$ cat src/rtl/tone_scheduler_pkg.sv
// Shared definitions for the tone scheduler: state encoding, which doubles as the LED owner code.
package tone_scheduler_pkg;

    localparam logic [1:0] ST_IDLE   = 2'b00;
    localparam logic [1:0] ST_STREAM = 2'b01;
    localparam logic [1:0] ST_PIANO  = 2'b10;
    localparam logic [1:0] ST_GAP    = 2'b11;

    function automatic int unsigned max_u(input int unsigned a, input int unsigned b);
        return (a > b) ? a : b;
    endfunction

endpackage

$ cat src/rtl/tone_scheduler_cycle_timer.sv
// Loadable down-counter that saturates at zero; done_c flags an expired count.
module tone_scheduler_cycle_timer #(
    parameter int unsigned W = 8
) (
    input  logic         clk,
    input  logic         rst,
    input  logic         load,
    input  logic [W-1:0] load_value,
    output logic         done_c
);

    logic [W-1:0] value;

    always_ff @(posedge clk or negedge rst) begin
        if (!rst) begin
            value <= '0;
        end else if (load) begin
            value <= load_value;
        end else if (value != '0) begin
            value <= value - W'(1);
        end
    end

    assign done_c = (value == '0);

endmodule

$ cat src/rtl/tone_scheduler.sv
// Arbitrates the tone generator between the music streamer and the live piano path.
// Define TONE_SCHED_GAP_EN for full GAP_CYCLES articulation gaps; otherwise each gap is one cycle.
module tone_scheduler
    import tone_scheduler_pkg::*;
#(
    parameter int unsigned TONE_W          = 24,
    parameter int unsigned GAP_CYCLES      = 125_000,
    parameter int unsigned MIN_HOLD_CYCLES = 2_500_000
) (
    input  logic              clk,
    input  logic              rst,
    input  logic [TONE_W-1:0] stream_tone,
    input  logic              stream_valid,
    input  logic              piano_req,
    input  logic [TONE_W-1:0] piano_tone,
    output logic              piano_grant,
    output logic [TONE_W-1:0] tone,
    output logic              output_enable,
    output logic [1:0]        owner
);

    localparam int unsigned CNT_W     = $clog2(max_u(GAP_CYCLES, MIN_HOLD_CYCLES) + 1);
    localparam int unsigned HOLD_LOAD = (MIN_HOLD_CYCLES > 0) ? MIN_HOLD_CYCLES - 1 : 0;
`ifdef TONE_SCHED_GAP_EN
    localparam int unsigned GAP_LOAD  = (GAP_CYCLES > 0) ? GAP_CYCLES - 1 : 0;
`else
    localparam int unsigned GAP_LOAD  = 0;
`endif

    logic [1:0]        state, state_d;
    logic [1:0]        target, target_d;
    logic [TONE_W-1:0] pend_tone, pend_d;
    logic [TONE_W-1:0] tone_d;
    logic              oe_d, grant_d;
    logic              gap_load, hold_load;
    logic              gap_done, hold_done;
    logic [1:0]        jump_tgt;
    logic [TONE_W-1:0] jump_tone;

    tone_scheduler_cycle_timer #(.W(CNT_W)) u_gap_timer (
        .clk        (clk),
        .rst        (rst),
        .load       (gap_load),
        .load_value (CNT_W'(GAP_LOAD)),
        .done_c     (gap_done)
    );

    tone_scheduler_cycle_timer #(.W(CNT_W)) u_hold_timer (
        .clk        (clk),
        .rst        (rst),
        .load       (hold_load),
        .load_value (CNT_W'(HOLD_LOAD)),
        .done_c     (hold_done)
    );

    // Next-state: each state either requests a gap (jump_*) or moves directly; piano always wins.
    always_comb begin
        state_d   = state;
        target_d  = target;
        pend_d    = pend_tone;
        tone_d    = tone;
        gap_load  = 1'b0;
        hold_load = 1'b0;
        jump_tgt  = ST_STREAM;
        jump_tone = stream_tone;
        case (state)
            ST_IDLE: begin
                if (piano_req) begin
                    gap_load  = 1'b1;
                    jump_tgt  = ST_PIANO;
                    jump_tone = piano_tone;
                end else if (stream_valid) begin
                    gap_load = 1'b1;
                end
            end
            ST_STREAM: begin
                if (piano_req) begin
                    gap_load  = 1'b1;
                    jump_tgt  = ST_PIANO;
                    jump_tone = piano_tone;
                end else if (!stream_valid) begin
                    state_d = ST_IDLE;
                end else if (stream_tone != tone) begin
                    gap_load = 1'b1;
                end
            end
            ST_PIANO: begin
                if (piano_req) begin
                    if (piano_tone != tone) begin
                        gap_load  = 1'b1;
                        jump_tgt  = ST_PIANO;
                        jump_tone = piano_tone;
                    end
                end else if (hold_done) begin
                    if (stream_valid) gap_load = 1'b1;
                    else              state_d  = ST_IDLE;
                end
            end
            default: begin
                // A key press during a stream-bound gap steals it without restarting the count.
                if (target == ST_STREAM && piano_req) begin
                    target_d = ST_PIANO;
                    pend_d   = piano_tone;
                end
                if (gap_done) begin
                    state_d   = target_d;
                    tone_d    = pend_d;
                    hold_load = (target_d == ST_PIANO);
                end
            end
        endcase

        if (gap_load) begin
            state_d  = ST_GAP;
            target_d = jump_tgt;
            pend_d   = jump_tone;
        end

        case (state_d)
            ST_STREAM: oe_d = (tone_d != '0);
            ST_PIANO:  oe_d = 1'b1;
            default:   oe_d = 1'b0;
        endcase
        grant_d = (state_d == ST_PIANO);
    end

    always_ff @(posedge clk or negedge rst) begin
        if (!rst) begin
            state         <= ST_IDLE;
            target        <= ST_IDLE;
            pend_tone     <= '0;
            tone          <= '0;
            output_enable <= 1'b0;
            piano_grant   <= 1'b0;
        end else begin
            state         <= state_d;
            target        <= target_d;
            pend_tone     <= pend_d;
            tone          <= tone_d;
            output_enable <= oe_d;
            piano_grant   <= grant_d;
        end
    end

    assign owner = state;

endmodule

$ cat config.mk
export PLATFORM = sky130hd
export DESIGN_NAME = tone_scheduler
export DESIGN_NICKNAME = d
export VERILOG_FILES = /design/src/rtl/tone_scheduler_pkg.sv /design/src/rtl/tone_scheduler_cycle_timer.sv /design/src/rtl/tone_scheduler.sv
export SDC_FILE = /design/constraint.sdc
export NUM_CORES = 1
export LEC_CHECK = 0
export ABC_AREA = 1
export CAP_MARGIN = 20
export CORE_MARGIN = 4
export CORE_UTILIZATION = 27
export DETAILED_ROUTE_END_ITERATION = 6
export HOLD_SLACK_MARGIN = 0.06
export PLACE_DENSITY = 0.54
export SLEW_MARGIN = 20
export SYNTH_ARGS = -nofsm -noshare
export SYNTH_HDL_FRONTEND = slang
export SYNTH_SLANG_ARGS = --single-unit
$ cat constraint.sdc
create_clock -name clk -period 3.5 [get_ports clk]
set_input_delay 0.525 -clock clk [delete_from_list [all_inputs] [get_ports clk]]
set_output_delay 0.525 -clock clk [all_outputs]
set_load 0.05 [all_outputs]
Word level (Yosys, flattened, before mapping)
Cells that the tools add are included.
{ "word_totals": {"register_bits": 98, "input_bits": 52, "out_inout_bits": 28, "elab_cells": 70} }
{ "op_classes": {"n_addsub": 2, "eq_ne": 9, "muxes": 40, "n_reduce_logical": 11} }
{ "ops": {"columns": ["cell", "count"], "rows": [
  ["$mux W24", 8],
  ["$mux W22", 4],
  ["$ne A24 B24 Y1", 2],
  ["$pmux W24 S2", 1],
  ["$logic_not A22 Y1", 2],
  ["$reduce_bool A22 Y1", 2],
  ["$sub A22 B1 Y22 const B", 2],
  ["$mux W2", 13],
  ["$reduce_bool A24 Y1", 1],
  ["$mux W1", 10],
  ["$eq A2 B1 Y1 const B", 3],
  ["$eq A2 B2 Y1 const B", 3],
  ["$pmux W2 S3", 1],
  ["$pmux W2 S2", 1],
  ["$reduce_bool A2 Y1", 2],
  ["$pmux W1 S3", 1],
  ["$reduce_or A3 Y1", 1],
  ["$logic_not A2 Y1", 1],
  ["$ne A2 B1 Y1 const B", 1],
  ["$pmux W1 S2", 1],
  ["$reduce_or A2 Y1", 1],
  ["$logic_and A1 B1 Y1", 1]
]} }

Longest topological paths before layout
{ "depth": {"ltp_word": 9, "depth_mapped": 17, "mapped_depth_nobuf": 16} }

Modules after synthesis
Synthesis repeated with hierarchy kept, for this count alone.
{ "unflattened": {"cells_unflattened": 1293, "area_unflattened_um2": 7838.8} }
{ "modules_own_cells": {"columns": ["mod", "instances", "cells_per_inst", "area_each_um2", "seq_area_each_um2"], "rows": [
  ["tone_scheduler", 1, 863, 4951.0, 1351.3],
  ["tone_scheduler_cycle_timer", 2, 215, 1443.9, 550.5]
]} }

Worst setup path before layout
No wires, ideal clock.
{ "synth_path": {"path_type": "register -> register", "start": "reg tone[23]", "end": "reg output_enable", "setup_ps": 117, "arrival_ps": 2187, "required_time_ps": 3383, "path_slack_ps": 1195, "stages_incl_launch_ff": 17, "n_path_buf": 2, "synth_period_minus_slack_ps": 2305, "cell_sequence": "dfrtp_1 -> inv_1 -> nand2_1 -> o21ai_0 -> nor2_1 -> nand3_1 -> nor2_1 -> nand2_1 -> o21ai_2 -> nand2_2 -> buf_6 -> buf_6 -> nor2_1 -> inv_1 -> ha_1 -> inv_1 -> a21oi_2"} }
{ "synth_via": {"elab_chain_cells": 8, "elab_cells_between_ends": 15, "cone_classes": "4 x eq/ne; 10 x mux; 1 x reduce/logical"} }
{ "synth_rtl": {"columns": ["item", "line", "rtl"], "rows": [
  ["start: declaration", "tone_scheduler.sv:17", "output logic [TONE_W-1:0] tone,"],
  ["start signal: assignment", "tone_scheduler.sv:139", "tone <= tone_d;"],
  ["$ne A24 B24 Y1", "tone_scheduler.sv:83", "end else if (stream_tone != tone) begin"],
  ["$mux W1", "tone_scheduler.sv:83", null],
  ["$mux W1", "tone_scheduler.sv:81", "end else if (!stream_valid) begin"],
  ["$mux W1", "tone_scheduler.sv:77", "if (piano_req) begin"],
  ["$pmux W1 S3 (*)", "tone_scheduler.sv:66", "case (state)"],
  ["$mux W2 (*)", "tone_scheduler.sv:113", "if (gap_load) begin"],
  ["named net state_d[1]", "tone_scheduler.sv:30", "logic [1:0] state, state_d;"],
  ["$eq A2 B2 Y1 (*)", null, null],
  ["named net grant_d", "tone_scheduler.sv:34", "logic oe_d, grant_d;"],
  ["$pmux W1 S2 (*)", "tone_scheduler.sv:119", "case (state_d)"],
  ["named net oe_d", "tone_scheduler.sv:34", null],
  ["end signal: assignment", "tone_scheduler.sv:133", "output_enable <= 1'b0;"],
  ["end signal: assignment", "tone_scheduler.sv:140", "output_enable <= oe_d;"],
  ["end: declaration", "tone_scheduler.sv:18", "output logic output_enable,"]
]} }
The timed path passes the listed nets; every way through them passes the cells marked *.
A chain may end at the register's enable or synchronous reset.

Worst setup path after layout
{ "layout_path": {"start": "in piano_tone[20]", "end": "reg output_enable"} }
{ "layout_via": {"elab_chain_cells": 7, "elab_cells_between_ends": 12, "cone_classes": "3 x eq/ne; 8 x mux; 1 x reduce/logical"} }
{ "layout_rtl": {"columns": ["item", "line", "rtl"], "rows": [
  ["start: declaration", "tone_scheduler.sv:15", "input logic [TONE_W-1:0] piano_tone,"],
  ["$ne A24 B24 Y1 (*)", "tone_scheduler.sv:89", "if (piano_tone != tone) begin"],
  ["$mux W1 (*)", "tone_scheduler.sv:89", null],
  ["$mux W1 (*)", "tone_scheduler.sv:88", "if (piano_req) begin"],
  ["$pmux W1 S3 (*)", "tone_scheduler.sv:66", null],
  ["$mux W2 (*)", "tone_scheduler.sv:113", null],
  ["named net state_d[0]", "tone_scheduler.sv:30", null],
  ["$eq A2 B2 Y1 / $eq A2 B1 Y1 (equally long branches)", "tone_scheduler.sv:119", null],
  ["$pmux W1 S2 (*)", "tone_scheduler.sv:119", null],
  ["named net oe_d", "tone_scheduler.sv:34", null]
]} }
Marks and branches as above.

==> results.cfg <==
[grt]
antenna_found_initial = 0
grt_pass1_wl_mm = 35.2
grt-ovfl-total = 0
grt_pass1_vias = 6422
grt_max_degree = 52
grt_usage = 0.155

[drt]
dr.pass1.iters = 4
drt_iter0_markers = 490
detail_route.wl_per_cell_microns = 15.5
vias = 6542
routed_wl_mm = 21.8
postRouteAntennaNets = 0
drc_errors = 0
viasPerCell = 4.66

[logic_synthesis]
synth_top_area_cell = dfrtp_1
yosysSeqAreaShare = 0.356
synth_area_sq_um = 6880
ys_top_cells_by_area = dfrtp_1 (36%), nand2_1 (18%), nor2_1 (5.5%)
avgSynthCellArea_sq_um = 6.92
synthCells = 995
synth_top_area_frac = 0.356
synth_nets = 1053
yosysUniqueCellTypes = 44
yosysWarnings = 0
ys_ff_latch = 98

[die]
die_h_microns = 168
core_area_sq_um = 25100
die_area_sq_um = 28100
die_w_microns = 168
initial_core_util = 0.274
rows = 58
pin_count = 80

[final_layout]
nFillCells = 2729
final_area_sq_um = 8310
nNetsFinal = 1126
multi_input_area_sq_um = 3840
seq_area_sq_um = 2450
drive_above_1_share = 0.0867
syn_to_final_growth_pct = 20.8
antenna_cells = 0

[clock_network]
tritoncts = done
cts-resized-gates = 0
cts_setup_buffers = 0
clockBufferDepth = 2
clock-root-buffer = clkbuf_16
clk_pin_slew_ps = 70
clock_sinks = 98
numCtsBuffers = 9
cts_hold_buf = 0
h-tree-depth = 3
clk-insertion-delay-late_ps = 350

[placed_design]
place_area_sq_um = 8020
place_ws_ps = 449
port-buffer-count = 79
hpwlAfterDp_mm = 15.8
place_congestion = 0.846

[power]
powerDensity_nw_per_um2 = 884
finalPower_uw = 7340
p_leak_uw = 0.00396
ir_drop_uv = 437

[sta]
fin_ws_ps = 818
rsz0062_at_grt = no
maxSlewHeadroom = 0.540
max_slew.worst_pin.slew_ps = 684
drv_slew = 0
finalHoldViolCount = 0
min_period_ps = 2680
fmax_ghz = 0.373
finalCritPeriodShare = 0.766
setup_tns_ps = 0
skew_ps = 11.8
finalSetupViolCount = 0
holdWs_ps = 207

[hold_path]
min_path_type = input port to asynchronous set/reset pin

[critical_path]
start_kind = input port
end_kind = flop
crit_fanout = 13
cp.required_ps = 3780
worstSetupPathType = input port to flop
arrival_ps = 2960

[status]
outcome = finished clean

[run]
max-cap-violations = 0
==> placed cells by master, fill, tap and decap left out, drive strengths merged, types with 11 or more instances in the layout <==
cell / instances
a21oi: 17
nand4: 19
xnor2: 23
dfrtp: 98
xor2: 31
inv: 99
nand3: 53
clkdlybuf4s50: 78
nor3: 29
buf: 17
nor2: 119
clkbuf: 11
nand2: 339
o21bai: 16
o21ai: 84
==> power by group <==
group / leakage [uW] / total [uW] / internal, uW / switching, uW
registers: 0.00117 / 2130 / 1610 / 516
logic: 0.00265 / 4210 / 1460 / 2750
clock network: 0.000138 / 1000 / 525 / 475
total: 0.00396 / 7340 / 3600 / 3750
==> synth_stat cells, drive strengths merged <==
master and instances:
a211o 2, a21boi 2, a21oi 17, a31oi 2
buf 21, clkbuf 12, clkinv 1, dfrtp 98
ha 6, inv 98, nand2 339, nand3 53
nand3b 4, nand4 19, nor2 119, nor3 29
nor3b 2, nor4 6, o211ai 3, o21ai 84
o21bai 16, o22ai 1, o31ai 1, or2 6
xnor2 23, xor2 31
==> layout make-up <==
type                       instances  area share
multi-input combinational        765       0.462
sequential                        98       0.295
timing repair buffer              95       0.114
tap                              330      0.0497
inverter                          99      0.0447
clock buffer                      11      0.0304
clock inverter                     5     0.00452
==> metrics by stage <==
| step | utilization | instances |
|---|---|---|
| 2_1_floorplan | - | 995 |
| 3_3_place_gp | 0.319 | 1387 |
| 3_5_place_dp | 0.319 | 1387 |
| 4_1_cts | 0.331 | 1403 |
| 5_1_grt | 0.331 | 1403 |
| 6_report | 0.331 | 1403 |
==> cells by family (layout without fill, tap and decap cells) <==
family          after synthesis  after routing  share of synthesized area
simple gates                577            577                      0.369
buf+inv                     132            210                     0.0867
compound gates              128            128                      0.109
flops                        98             98                      0.356
xor+xnor                     54             54                     0.0687
fa+ha+maj                     6              6                     0.0109
==> sequential cells by signal, indices dropped and copies added (netlist names) <==
| name | cells |
|---|---|
| output_enable | 1 |
| owner | 2 |
| pend_tone | 24 |
| piano_grant | 1 |
| target | 2 |
| tone | 24 |
| u_gap_timer.value | 22 |
| u_hold_timer.value | 22 |
==> worst max-delay path, cell delays in order <==
cell	delay, ps
clkdlybuf4s50_1	490
xor2_1	200
nor2_1	230
nand4_1	140
nor2_1	200
nand4_1	100
nand3_1	130
nand2_2	200
nor2_8	260
o21ai_2	100
ha_1	290
a21oi_2	100
==> layer usage <==
| metal | global-route usage | wire length [microns] | vias to the layer above |
|---|---|---|---|
| met1 | 0.222 | 10500 | 3032 |
| met4 | 0.0371 | 339 | 0 |
| li1 | - | - | 3316 |
| met5 | 0 | 0 | - |
| met2 | 0.241 | 9760 | 172 |
| met3 | 0.0340 | 1240 | 22 |
==> worst paths after layout <==
| kind | to | depth (start not counted) | startpoint | slack (ps) |
|---|---|---|---|---|
| max reg2reg | output_enable | 13 | owner[0] | 1000 |
| max in group asynchronous | tone[16] | 2 | rst | 2550 |
| min reg2reg | pend_tone[3] | 2 | pend_tone[3] | 480 |
| max | output_enable | 12 | piano_tone[20] | 820 |
| min in group clk | pend_tone[3] | 2 | pend_tone[3] | 480 |
| min | u_hold_timer.value[7] | 1 | rst | 210 |
Note: power is estimated with default switching activity, not from simulation.
